===== src/rtl/scale_op_sequencer.sv =====
// Command sequencer for the scaling ALU: accepts one command at a time, optionally clears the
// framebuffer, runs the ALU under a done-mask and watchdog, and owns the framebuffer write port.
module scale_op_sequencer #(
    parameter logic [3:0] IDLE_SEL       = 4'b0111,
    parameter int         FB_WORDS       = 307200,
    parameter logic [7:0] BG_COLOR       = 8'h00,
    parameter int         SETTLE_CYCLES  = 2,
    parameter int         DONE_MASK      = 4,
    parameter int         TIMEOUT_CYCLES = 2000000
) (
    input  logic        clk,
    input  logic        reset,
    input  logic        cmd_valid,
    input  logic [3:0]  cmd_op,
    input  logic        cmd_clear,
    input  logic        cmd_abort,
    output logic        cmd_ready,
    output logic [3:0]  alu_seletor,
    input  logic [18:0] alu_ram_wraddr,
    input  logic [7:0]  alu_ram_data,
    input  logic        alu_ram_wren,
    input  logic        alu_done,
    output logic [18:0] ram_wraddr,
    output logic [7:0]  ram_data,
    output logic        ram_wren,
    output logic        busy,
    output logic        done_pulse,
    output logic        error,
    output logic [3:0]  last_op
);

    typedef enum logic [2:0] {
        S_IDLE,
        S_CLEAR,
        S_SETTLE,
        S_RUN,
        S_FINISH
    } state_t;

    localparam logic [18:0] FB_LAST     = 19'(FB_WORDS - 1);
    localparam logic [15:0] SETTLE_LAST = 16'(SETTLE_CYCLES - 1);
    localparam logic [21:0] MASK_CNT    = 22'(DONE_MASK);
    localparam logic [21:0] TIMEOUT_LAST = 22'(TIMEOUT_CYCLES - 1);

    state_t      state_q, state_d;
    logic [3:0]  alu_seletor_q, alu_seletor_d;
    logic [18:0] ram_wraddr_q, ram_wraddr_d;
    logic [7:0]  ram_data_q, ram_data_d;
    logic        ram_wren_q, ram_wren_d;
    logic        busy_q, busy_d;
    logic        cmd_ready_q, cmd_ready_d;
    logic        done_pulse_q, done_pulse_d;
    logic        error_q, error_d;
    logic [3:0]  last_op_q, last_op_d;
    logic [15:0] settle_cnt_q, settle_cnt_d;
    logic [21:0] run_cnt_q, run_cnt_d;

    function automatic logic op_legal(input logic [3:0] op);
        case (op)
            4'b0000, 4'b0001, 4'b0010, 4'b0011, 4'b0100,
            4'b1000, 4'b1001, 4'b1010, 4'b1011: op_legal = 1'b1;
            default:                            op_legal = 1'b0;
        endcase
    endfunction

    always_comb begin
        state_d       = state_q;
        alu_seletor_d = IDLE_SEL;
        ram_wraddr_d  = ram_wraddr_q;
        ram_data_d    = ram_data_q;
        ram_wren_d    = 1'b0;
        done_pulse_d  = 1'b0;
        error_d       = 1'b0;
        last_op_d     = last_op_q;
        settle_cnt_d  = settle_cnt_q;
        run_cnt_d     = run_cnt_q;

        case (state_q)
            S_IDLE: begin
                if (cmd_valid && cmd_ready_q) begin
                    last_op_d = cmd_op;
                    if (!op_legal(cmd_op)) begin
                        error_d = 1'b1;
                    end else if (cmd_clear) begin
                        state_d      = S_CLEAR;
                        ram_wraddr_d = '0;
                        ram_data_d   = BG_COLOR;
                        ram_wren_d   = 1'b1;
                    end else begin
                        state_d      = S_SETTLE;
                        settle_cnt_d = '0;
                    end
                end
            end
            S_CLEAR: begin
                if (cmd_abort) begin
                    state_d = S_IDLE;
                end else if (ram_wraddr_q == FB_LAST) begin
                    state_d      = S_SETTLE;
                    settle_cnt_d = '0;
                end else begin
                    ram_wraddr_d = ram_wraddr_q + 19'd1;
                    ram_data_d   = BG_COLOR;
                    ram_wren_d   = 1'b1;
                end
            end
            S_SETTLE: begin
                if (cmd_abort) begin
                    state_d = S_IDLE;
                end else if (settle_cnt_q == SETTLE_LAST) begin
                    state_d       = S_RUN;
                    run_cnt_d     = '0;
                    alu_seletor_d = last_op_q;
                end else begin
                    settle_cnt_d = settle_cnt_q + 16'd1;
                end
            end
            S_RUN: begin
                // Priority is abort, then done, then watchdog; the ALU write seen on the
                // done cycle is still forwarded so it lands during FINISH.
                if (cmd_abort) begin
                    state_d = S_IDLE;
                end else if ((run_cnt_q >= MASK_CNT) && alu_done) begin
                    state_d      = S_FINISH;
                    done_pulse_d = 1'b1;
                    ram_wraddr_d = alu_ram_wraddr;
                    ram_data_d   = alu_ram_data;
                    ram_wren_d   = alu_ram_wren;
                end else if (run_cnt_q == TIMEOUT_LAST) begin
                    state_d = S_IDLE;
                    error_d = 1'b1;
                end else begin
                    run_cnt_d     = run_cnt_q + 22'd1;
                    alu_seletor_d = last_op_q;
                    ram_wraddr_d  = alu_ram_wraddr;
                    ram_data_d    = alu_ram_data;
                    ram_wren_d    = alu_ram_wren;
                end
            end
            S_FINISH: begin
                state_d = S_IDLE;
            end
            default: begin
                state_d = S_IDLE;
            end
        endcase

        busy_d      = (state_d != S_IDLE);
        cmd_ready_d = (state_d == S_IDLE);
    end

    always_ff @(posedge clk) begin
        if (reset) begin
            state_q       <= S_IDLE;
            alu_seletor_q <= IDLE_SEL;
            ram_wraddr_q  <= '0;
            ram_data_q    <= '0;
            ram_wren_q    <= 1'b0;
            busy_q        <= 1'b0;
            cmd_ready_q   <= 1'b1;
            done_pulse_q  <= 1'b0;
            error_q       <= 1'b0;
            last_op_q     <= '0;
            settle_cnt_q  <= '0;
            run_cnt_q     <= '0;
        end else begin
            state_q       <= state_d;
            alu_seletor_q <= alu_seletor_d;
            ram_wraddr_q  <= ram_wraddr_d;
            ram_data_q    <= ram_data_d;
            ram_wren_q    <= ram_wren_d;
            busy_q        <= busy_d;
            cmd_ready_q   <= cmd_ready_d;
            done_pulse_q  <= done_pulse_d;
            error_q       <= error_d;
            last_op_q     <= last_op_d;
            settle_cnt_q  <= settle_cnt_d;
            run_cnt_q     <= run_cnt_d;
        end
    end

    assign cmd_ready   = cmd_ready_q;
    assign alu_seletor = alu_seletor_q;
    assign ram_wraddr  = ram_wraddr_q;
    assign ram_data    = ram_data_q;
    assign ram_wren    = ram_wren_q;
    assign busy        = busy_q;
    assign done_pulse  = done_pulse_q;
    assign error       = error_q;
    assign last_op     = last_op_q;

endmodule

===== config.mk =====
export PLATFORM = sky130hd
export DESIGN_NAME = scale_op_sequencer
export DESIGN_NICKNAME = d
export VERILOG_FILES = /design/src/rtl/scale_op_sequencer.sv
export SDC_FILE = /design/constraint.sdc
export NUM_CORES = 1
export LEC_CHECK = 0
export BUFFER_PORTS_ARGS = -buffer_cell sky130_fd_sc_hd__buf_2
export CORE_MARGIN = 4
export CORE_UTILIZATION = 45
export CTS_CLUSTER_DIAMETER = 200
export DETAILED_ROUTE_END_ITERATION = 16
export PLACE_DENSITY = 0.7
export RECOVER_POWER = 25
export SLEW_MARGIN = 20
export SYNTH_ARGS = -nofsm -noshare
export SYNTH_HDL_FRONTEND = slang
export SYNTH_SLANG_ARGS = --single-unit

===== constraint.sdc =====
create_clock -name clk -period 6.1 [get_ports clk]
set_clock_uncertainty 0.15 [all_clocks]
set_input_delay 0.305 -clock clk [delete_from_list [all_inputs] [get_ports clk]]
set_output_delay 0.305 -clock clk [all_outputs]
set_load 0.05 [all_outputs]

# == Yosys cells after proc, flatten, opt, wreduce, memory -nomap -nowiden ==
# Memories as Yosys holds them, arrays and structs flattened.
# Cells that the tools add are included.
# classes
n_mux,67
eq_ne,20
n_bitwise,1
n_lt_le_gt_ge,1
reduce_logical,13
add_sub_neg,3
# ops
cell,n
two-way mux 19 bit,8
two-way mux 16 bit,7
two-way mux 22 bit,5
two-way mux 8 bit,8
one-hot mux 19 bit (3 select lines),1
one-hot mux 16 bit (3 select lines),1
one-hot mux 22 bit (2 select lines),1
two-way mux 3 bit,9
!= test 2 bit (second input constant),13
one-hot mux 8 bit (3 select lines),1
adder 22 x 1 -> 22 bit (second input constant),1
equality test 22 x 21 -> 1 bit (second input constant),1
greater-or-equal comparator 22 x 3 -> 1 bit (second input constant),1
two-way mux 4 bit,5
adder 19 x 1 -> 19 bit (second input constant),1
equality test 19 bit (second input constant),1
adder 16 x 1 -> 16 bit (second input constant),1
equality test 16 x 1 -> 1 bit (second input constant),1
two-way mux 1 bit,16
AND reduction 8 bit,2
one-hot mux 3 bit (4 select lines),1
nonzero test 3 bit,3
one-hot mux 4 bit (2 select lines),1
equality test 3 x 2 -> 1 bit (second input constant),2
other kinds (12),14
# word_totals
mem_count,1
input_bits,38
reg_bits,81
romBits,16
# mem_list
name,depth,width,read_ports,rd_ports_with_merged_regs,wr,line_no,source
(no name shown),16,1,1,0,0,59,case (op)

# == Longest topological paths before layout ==
# depth
word_depth,7
depth_mapped,10

# == Least setup slack after synthesis ==
# No wires, ideal clock.
# synth_timing
path_type,register to register
start,register ram_wraddr_q[0] (netlist: ram_wraddr[0])
end,register settle_cnt_q[14]
stages_incl_launch_ff,9
synth_period_minus_slack_ps,2596
t_arrival_ps,2376
path_buffers,2
slack_ps,3504
required_ps,5880
path_cell_list,dfxtp_1 ha_1 clkbuf_1 nand3_4 nor3_2 o21ai_1 buf_2 or4_1 a21oi_1
# synth_between
elab_chain_len,3
# synth_lines
item,line_no,source
from (decl),47,"logic [18:0] ram_wraddr_q, ram_wraddr_d;"
from (signal assigned),169,ram_wraddr_q <= ram_wraddr_d;
equality test 19 bit,98,end else if (ram_wraddr_q == FB_LAST) begin
!= test 2 bit (no source line),--,
AND reduction 8 bit (no source line),--,
to (signal assigned),177,settle_cnt_q <= settle_cnt_d;
to (decl),55,"logic [15:0] settle_cnt_q, settle_cnt_d;"
# Every way passes these cells.
# A chain may end at the register's enable or synchronous reset.

# == Worst setup path after layout ==
# layout_timing
start,register state_q[2]
end,register ram_wraddr_q[18] (netlist: ram_wraddr[18])
# layout_between
elab_chain_len,3
# layout_lines
item,line_no,source
from (decl),45,"state_t state_q, state_d;"
from (signal assigned),167,state_q <= state_d;
"equality test 3 x 2 -> 1 bit, or another cell as far along",78,case (state_q)
"!= test 3 bit (no source line), or another cell as far along",--,
AND reduction 8 bit (no source line),--,
# Several ways; a longest one is shown, not always the timed one.

==> metrics.csv <==
stage;metric;value;unit
clocking;cts-root-buf;clkbuf_8;
global_route;grt_pass1_wl;18000;µm
routing;vias;4155;
timing;relSlewSlack;39.8;%
layout;area_growth;12.8;%
yosys;postSynthCellCount;525;
layout;fillers;867;
floorplanning;io_pins;78;
yosys;synth_seq_cells;81;
power_and_ir_drop;switching_share;28.9;%
yosys;synth_top_area_share;38.8;%
power_and_ir_drop;p_leak;1.60;nW
clocking;clock_path_buffers;2;
floorplanning;core_area;8890;µm²
timing;maxSlewViolCount;0;
min_path;holdPathStages;3;
routing;firstDrtPassIters;5;
power_and_ir_drop;comb_power_share;13.6;%
layout;drive_above_1_share;12.6;%
timing;whs;0.0521;ns
worst_setup_path;crit_slowest_cell;a211o_1;
clocking;tritoncts;built;
timing;fmax;336;MHz
yosys;ys.flop_type;dfxtp_1;
worst_setup_path;crit_type;reg2reg;
layout;finish.utilization;53.0;%
worst_setup_path;critical_path.max_fanout;26;
run_status;status;completed;
routing;drc;0;
floorplanning;initial_utilization;46.9;%
power_and_ir_drop;seq_power_share;52.5;%
clocking;cts_setup_buffers;0;
worst_setup_path;critical_path_arrival;3.10;ns
placement;place_inst;681;
worst_setup_path;crit_buf_inv;0;
worst_setup_path;cp_slowest_stage_delay;0.71;ns
routing;drtAntennaViolNets;0;
global_route;grt_overflow;0;
floorplanning;die_h;104;µm
floorplanning;row_count;34;
clocking;insertion_delay;0.35;ns
job;cap_violations;0;
worst_setup_path;ff2ff_path_depth;6;
timing;tightest_slew;0.899;ns
timing;period_share;48.8;%
power_and_ir_drop;power_frac_clock;33.9;%
global_route;antenna_found_initial;0;
layout;fin_cells;698;
min_path;hp-start;alu_ram_data[4];
yosys;avgSynthCellArea;7.95;µm²
clocking;cts_buffers;9;
worst_setup_path;rr_endpoint;ram_wraddr[18]$_SDFFE_PP0P_;
yosys;synth_top_area_cell;dfxtp_1;
floorplanning;dieArea;10900;µm²
worst_setup_path;required;6.23;ns
power_and_ir_drop;powerDensity;225;nW/µm²
clocking;clk_pin_slew_worst_paths;0.08;ns
routing;routedWlPerCell;15.3;µm
routing;drtIter0Drc;265;
global_route;grt_usage;19.5;%
power_and_ir_drop;intPower;0.753;mW
worst_setup_path;regToRegSetupSlack;3.13;ns
timing;rsz0062_at_grt;false;
yosys;synth_edf_count;0;
worst_setup_path;crit_family;simple AND/OR/NAND/NOR gates;
yosys;yosys-top-cells-area;dfxtp_1, a21oi_1, nand2_1;
yosys;synth_area;4170;µm²
placement;hpwl;7480;µm
worst_setup_path;cp-end-kind;flop;
yosys;async_reset_ff_share;0;%
global_route;first_global_vias;3694;
routing;finalWirelength;10700;µm
clocking;cts_hold_buf;0;
layout;fin_nets;627;
yosys;syn-num-nets;568;
routing;via_per_inst;5.95;
min_path;holdPathEnd;ram_data[4]$_SDFFE_PP0P_;
timing;fin_crit;2.97;ns
power_and_ir_drop;ir_drop;0.138;mV
yosys;yosys_warnings;0;
placement;port_buffers;77;
worst_setup_path;worstReg2RegStart;state_q[2]$_SDFF_PP0_;
floorplanning;die_w;104;µm
yosys;ys_seq_area_share;38.8;%
timing;totalNegativeSetupSlack;0;ns
yosys;synth_cell_types;57;
timing;setup_violations;0;
global_route;grt_max_degree;54;
worst_setup_path;start_kind;flop;
clocking;clock-sinks;81;
clocking;htreeDepth;3;
worst_setup_path;cp_cell_sequence;nor2_1, nand2_1, nor3_1, a211o_1, o21ai_0, a21oi_1;
placement;gp_congestion;0.793;
timing;finalHoldViolCount;0;
min_path;hp-class;in2reg;
power_and_ir_drop;p_switching;0.306;mW
clocking;ctsResizeCount;0;
[metrics by stage]
step	worst slack (ns)	power, mW	area [µm²]
global route	2.76	1.11	4710
detailed placement	3.15	0.713	4570
finish	3.13	1.06	4710
global placement	3.27	0.710	4570
CTS	3.13	1.07	4740
floorplan	3.50	0.672	4170
[power groups by stage]
stage / Sequential [mW] / Clock (mW) / Combinational (mW)
finish: 0.556 / 0.359 / 0.144
global route: 0.559 / 0.392 / 0.157
CTS: 0.556 / 0.369 / 0.146
detailed placement: 0.568 / 0 / 0.145
global placement: 0.567 / 0 / 0.143
floorplan: 0.599 / 0 / 0.0732
[worst max-delay path by stage]
stage,start,end,depth (start not counted)
final,state_q[2]$_SDFF_PP0_,ram_wraddr[18]$_SDFFE_PP0P_,6
after global routing,state_q[2]$_SDFF_PP0_,ram_wraddr[12]$_SDFFE_PP0P_,6
after CTS,state_q[2]$_SDFF_PP0_,ram_wraddr[18]$_SDFFE_PP0P_,6
after detailed placement,state_q[2]$_SDFF_PP0_,ram_wraddr[18]$_SDFFE_PP0P_,6
after global placement,state_q[1]$_SDFF_PP0_,ram_wraddr[18]$_SDFFE_PP0P_,6
after floorplan,ram_wraddr[0]$_SDFFE_PP0P_,settle_cnt_q[14]$_SDFFE_PP0P_,8
[cells in the mapped netlist (3+ instances only)]
cell type,number
nand4_1,13
or4_1,9
clkbuf_1,20
or3_1,24
or2_2,3
o32ai_1,3
nand2b_1,9
nor4b_1,3
nor3_1,24
nor3_2,3
and4_1,6
o31ai_1,9
and2_1,5
o21ai_0,26
ha_1,5
a211oi_1,3
nor2_1,39
a31oi_1,5
nand2_1,49
buf_2,8
a221oi_1,7
o211ai_1,4
dfxtp_1,81
a21oi_1,56
nor4_1,7
xnor2_1,7
o21a_1,4
inv_1,11
xor2_1,4
nor2b_1,3
a311oi_1,8
nand3_1,31
and3_1,6
[flip-flops by register name, summed over array words and instances (netlist names)]
signal        flops
state_q           3
cmd_ready         1
busy              1
alu_seletor       4
done_pulse        1
ram_wren          1
run_cnt_q        22
ram_data          8
settle_cnt_q     16
ram_wraddr       19
error             1
last_op           4
[cell type report]
| type | instances | area [µm²] | share of cell area (%) |
|---|---|---|---|
| timing repair buffer | 81 | 378 | 8.03 |
| clock buffer | 14 | 163 | 3.45 |
| clock inverter | 2 | 12.5 | 0.266 |
| sequential | 81 | 1620 | 34.4 |
| tap | 108 | 135 | 2.87 |
| antenna | 1 | 2.50 | 0.0531 |
| inverter | 11 | 41.3 | 0.877 |
| multi-input combinational | 400 | 2350 | 50.0 |
[per-layer routing]
metal,track usage [%],part of all wire [%]
met1,28.7,49
met5,0,0
met4,7.22,1.9
met3,3.79,5.7
met2,27.9,44
[tightest hold or removal path, cell delays in order]
cell,delay [ns]
buf_2,0.10
nand3_1,0.05
a21oi_1,0.06
[layout by cell type, fill, tap and decap left out, types with 5 or more instances in the layout]
cell and n:
ha_1 5, o31ai_1 9, and4_1 6, inv_1 11
nand2b_1 9, nand4_1 13, a221oi_1 7, and3_1 6
buf_2 47, a21oi_1 56, nor2_1 39, clkbuf_8 11
nor3_1 24, nor4_1 7, or4_1 9, or3_1 24
a31oi_1 5, dfxtp_1 81, nand3_1 31, o21ai_0 26
a311oi_1 8, and2_1 5, nand2_1 49, clkbuf_1 33
xnor2_1 7
[cell families (layout without fill, tap and decap cells)]
logic type      after synthesis  after routing  share of synthesized area [%]
simple gates                239            239                           30.4
compound gates              144            144                           21.9
flops                        81             81                           38.8
buf+inv                      44            108                           4.74
xor+xnor                     11             11                           2.31
fa+ha+maj                     5              5                           1.50
mux                           1              1                          0.240
other cells                   0              1                              0
Note: power is estimated with default switching activity, not from simulation.
